<file path="src/rtl/lfsr_loss_window.sv">
// Loss-of-lock detector for the stream checker.
// Counts valid bits in fixed windows of LOSS_WINDOW bits and the errors seen
// within the current window; flags loss when the LOSS_ERRS-th error of a
// window arrives.
//   clock     : system clock, rising edge
//   reset     : asynchronous active-low reset
//   clr_i     : clear both counters (lock entry)
//   bit_en_i  : a valid bit is being checked this cycle (LOCKED only)
//   err_i     : that bit mismatched the prediction
//   loss_o    : combinational, high on the bit that completes LOSS_ERRS errors
module lfsr_loss_window #(
  parameter int LOSS_WINDOW = 32,
  parameter int LOSS_ERRS   = 4
) (
  input  logic clock,
  input  logic reset,
  input  logic clr_i,
  input  logic bit_en_i,
  input  logic err_i,
  output logic loss_o
);

  localparam int WIN_W = (LOSS_WINDOW > 2) ? $clog2(LOSS_WINDOW) : 1;
  localparam int ERR_W = $clog2(LOSS_ERRS + 1);
  localparam logic [WIN_W-1:0] WIN_LAST = WIN_W'(LOSS_WINDOW - 1);
  localparam logic [ERR_W-1:0] ERR_LAST = ERR_W'(LOSS_ERRS - 1);

  logic [WIN_W-1:0] wbit_q, wbit_d;
  logic [ERR_W-1:0] werr_q, werr_d;

  // The error on the last bit of a window still counts toward that window.
  assign loss_o = bit_en_i && err_i && (werr_q == ERR_LAST);

  always_comb begin
    wbit_d = wbit_q;
    werr_d = werr_q;
    if (clr_i) begin
      wbit_d = '0;
      werr_d = '0;
    end else if (bit_en_i) begin
      if (wbit_q == WIN_LAST) begin
        wbit_d = '0;
        werr_d = '0;
      end else begin
        wbit_d = wbit_q + WIN_W'(1);
        if (err_i) begin
          werr_d = werr_q + ERR_W'(1);
        end
      end
    end
  end

  always_ff @(posedge clock or negedge reset) begin
    if (!reset) begin
      wbit_q <= '0;
      werr_q <= '0;
    end else begin
      wbit_q <= wbit_d;
      werr_q <= werr_d;
    end
  end

endmodule

</file>
<file path="config.mk">
export PLATFORM = sky130hd
export DESIGN_NAME = lfsr_loss_window
export DESIGN_NICKNAME = d
export VERILOG_FILES = /design/src/rtl/lfsr_loss_window.sv
export SDC_FILE = /design/constraint.sdc
export NUM_CORES = 1
export LEC_CHECK = 0
export BUFFER_PORTS_ARGS = -buffer_cell sky130_fd_sc_hd__buf_2
export CORE_AREA = 3 3 40 42
export DETAILED_ROUTE_END_ITERATION = 12
export DIE_AREA = 0 0 43 45
export PLACE_DENSITY_LB_ADDON = 0.15
export SETUP_SLACK_MARGIN = 0.02
export SLEW_MARGIN = 20
export SYNTH_ARGS = -nofsm -noshare
export SYNTH_HDL_FRONTEND = slang
export SYNTH_SLANG_ARGS = --single-unit
</file>
<file path="constraint.sdc">
create_clock -name clock -period 3.2 [get_ports clock]
set_clock_uncertainty 0.15 [all_clocks]
set_input_delay 0.32 -clock clock [delete_from_list [all_inputs] [get_ports clock]]
set_output_delay 0.32 -clock clock [all_outputs]
set_load 0.05 [all_outputs]
</file>
Word-level counts from Yosys, hierarchy flattened
Cells that the tools add are included.
{"block": "word_totals", "output_inout_bits": 1, "in_bits": 5, "word_cells": 18, "register_bits": 8}
{"block": "classes", "muxes": 7, "n_eq_ne": 2, "reduce_logical": 5, "addsub": 2}
{"op": "$mux W5", "n": 3}
{"op": "$mux W3", "n": 4}
{"op": "$add A5 B1 Y5 const B", "n": 1}
{"op": "$eq A5 B5 Y1 const B", "n": 1}
{"op": "$add A3 B1 Y3 const B", "n": 1}
{"op": "$eq A3 B2 Y1 const B", "n": 1}
{"op": "$reduce_bool A3 Y1", "n": 1}
{"op": "$logic_and A1 B1 Y1", "n": 2}
{"op": "$reduce_and A2 Y1", "n": 1}
{"op": "$reduce_bool A2 Y1", "n": 1}

Logic depth before layout (Yosys ltp)
{"block": "logic_depth", "depth_word": 5, "ltp_mapped": 6, "mapped_depth_nobuf": 6}

Least setup slack after synthesis
No wires, ideal clock.
{"block": "synth_timing", "path_type": "reg-to-reg", "start": "reg wbit_q[0]", "end": "reg wbit_q[3]", "path_stages_with_launch": 6, "synth_period_minus_slack_ns": 1.849, "arrival_time_ns": 1.621, "required_ns": 2.972, "n_path_buf": 0, "path_slack_ns": 1.351, "setup_ns": 0.078, "path_cell_list": "dfrtp_1 > ha_1 > and3_1 > ha_1 > or4_1 > a21oi_1"}
{"block": "synth_via", "elab_chain_cells": 4, "elab_cells_between_ends": 5, "classes_between": "add/sub (1); eq/ne (1); mux (3)"}
{"item": "from (decl)", "line_no": "28", "rtl": "logic [WIN_W-1:0] wbit_q, wbit_d;"}
{"item": "from (signal assigned)", "line_no": "58", "rtl": "wbit_q <= wbit_d;"}
{"item": "$add A5 B1 Y5 / $eq A5 B5 Y1 (equally long branches)", "line_no": "45, 41"}
{"item": "$mux W5 (*)", "line_no": "41", "rtl": "if (wbit_q == WIN_LAST) begin"}
{"item": "$mux W5 (*)", "line_no": "40", "rtl": "end else if (bit_en_i) begin"}
{"item": "$mux W5 (*)", "line_no": "37", "rtl": "if (clr_i) begin"}
Mark *: on every way between the ends. The rest lies on a longest branch, timed or not. The select of a mux whose other input is x is not followed.
A chain may end at the register's enable or synchronous reset.

Worst setup path after layout
Same ends and word-level chain as after synthesis.

==> results.toml <==
[outcome]
status = "completed"

[flow_run]
max_cap_viol_count = 0

[logic_synthesis]
yosys_warnings = 0
synth.distinct_cells = 22
syn_area_per_cell_um2 = 9.690
syn-num-nets = 56
synth-seq-cells = 8
synth.area.top_cells = "dfrtp_1, ha_1, a21oi_1"
seq_area_frac_synth = 0.4396
synth_area_leader_cell = "dfrtp_1"
synth_top_cell_area_share = 0.4396
synthCells = 47
synth_area_um2 = 455.4

[pwr]
worst_ir_drop_vdd_uv = 241.7
p_per_area_nw_per_um2 = 395.8
cellLeakagePower_nw = 0.2610

[die]
dieArea_um2 = 1935
rows = 13
coreArea_um2 = 1285
die_width_um = 43
initial_utilization = 0.3544
die_h_um = 45
io_pins = 6

[finish]
final_common_cell = "dfrtp_1"
post-route-util = 0.4070
drive_gt1_frac = 0.1852
fillCellCount = 117
final_cell_mix = "dfrtp_1, a21oi_1, buf_2"
num_antenna_cells = 0
nNetsFinal = 65
area_growth_pct = 14.84

[sta]
tightest_slew_ps = 234.9
setup_violations = 0
report.final.hold_viol_count = 0
drv_slew = 0
period_share = 0.6162
rsz0062_at_grt = "no"
slew_headroom = 0.8429
fmax_mhz = 507.1
fin_crit_ps = 1972
timing.setup.tns_ps = 0

[clock_network]
clockBufferDepth = 2
cts_sinks = 8
clock_latency_ps = 250
cts.clk_slew.worst_paths_ps = 50
htreeDepth = 1
numCtsBuffers = 3
cts_tree = "yes"
post_cts.repair.setup_buffers = 0
cts_root_buf = "clkbuf_4"

[setup_path]
rrSetupSlack_ps = 1230
end_kind = "register"
r2r_end = "wbit_q[3]"
required_ps = 3230
r2r_start = "wbit_q[0]"
crit_end = "wbit_q[3]"
rr_worst_depth = 5
cp_data_arrival_time_ps = 2000
critPathLaunch = "wbit_q[0]"
start_kind = "register"
path_class = "reg2reg"
cp_max_fo = 8

[drt]
met2_length_um = 400
wl_met1_um = 391
drt_iter0_drc = 9
via_per_inst = 5.362
drt_pass1_iterations = 4
vias = 370
wl_met3_um = 46
top_layer_used = "met4"
drt-total-wl_um = 864
post-route-drc-count = 0
wl_per_cell_um = 12.52
ant_nets = 0

[grt]
grt-ovfl-total = 0
grt_first_pass_wirelength_um = 1497
antenna_found_initial = 0
grt_pass1_vias = 364
grt_max_degree = 14
grtUsageTotal = 0.1077

[placed_design]
gp_congestion = 0.7339
hpwlAfterDp_um = 653.8
portBuffers = 5

[min_path]
min-delay-start = "clr_i"
hold_path.class = "in2reg"
-- kinds of logic (layout without fill, tap and decap cells) --
logic type      after synthesis  after routing  synth area share
simple gates                 15             15            0.1951
compound gates               12             12            0.1593
flops                         8              8            0.4396
buf+inv                       6             13           0.05217
fa+ha+maj                     4              4            0.1099
mux                           2              2           0.04396
-- flip-flops by register name, indices dropped and copies added (netlist names) --
signal and count:
wbit_q 5, werr_q 3
-- layer usage --
layer,global-route usage,up-vias
li1,-,187
met1,0.1141,168
met2,0.1826,11
met3,0.02390,4
met4,0.09036,0
met5,0,-
-- critical path: stages, from the launching register on --
cell and delay [ps]:
dfrtp_1 420, ha_1 230, and3_1 190, ha_1 250, or4_1 530, a21oi_1 130
-- synth_stat cells --
library cell  instances
a2bb2oi_1             1
nor4bb_1              1
nor2_1                4
nand4b_1              1
a31oi_1               1
clkbuf_1              1
inv_1                 3
nor3b_1               1
mux2i_1               2
o32ai_1               2
nand3_1               1
nand2_1               2
o21ai_0               3
inv_2                 1
dfrtp_1               8
a21oi_1               5
or2_2                 1
and3b_1               1
ha_1                  4
or4_1                 1
and3_1                2
buf_2                 1
-- layout make-up --
class	instances	area, um^2	area share
Tap cell	15	18.77	0.03589
Timing Repair Buffer	6	35.03	0.06699
Inverter	4	15.01	0.02871
Sequential cell	8	200.2	0.3828
Multi-Input combinational cell	33	231.5	0.4426
Clock buffer	3	22.52	0.04306
-- what timing repair did --
action	4_1_cts	5_1_grt
hold endpoints to repair	8	0
gates resized for setup	0	0
endpoints found under the setup margin	0	0
hold buffers	1	0
-- power by group --
group	switching, mW	internal (mW)	total (mW)
Sequential	0.00390	0.105	0.109
Clock	0.0326	0.0428	0.0754
Combinational	0.0128	0.00998	0.0228
Total	0.0493	0.158	0.207
-- per-stage QoR --
step | std cells | setup slack (ps) | power (mW) | hold slack [ps] | area [um^2]
after CTS | 69 | 1236 | 0.2113 | 192.9 | 523.0
after detailed placement | 65 | 1251 | 0.1326 | 24.16 | 490.5
final | 69 | 1228 | 0.2070 | 196.1 | 523.0
after global placement | 65 | 1296 | 0.1311 | 19.43 | 490.5
after global routing | 69 | 1184 | 0.2209 | 195.9 | 523.0
after floorplan | 47 | 1351 | 0.1240 | -125.6 | 455.4
-- worst min-delay path by stage --
| stage | endpoint | depth (start not counted) | slack, ps |
|---|---|---|---|
| after floorplan | wbit_q[0] | 0 | -130 |
| after global placement | wbit_q[2] | 1 | 20 |
| after detailed placement | wbit_q[2] | 1 | 20 |
| after CTS | werr_q[1] | 2 | 190 |
| after global routing | wbit_q[3] | 2 | 200 |
| final | werr_q[1] | 2 | 200 |
No activity file was read; power rests on OpenSTA's default activity.
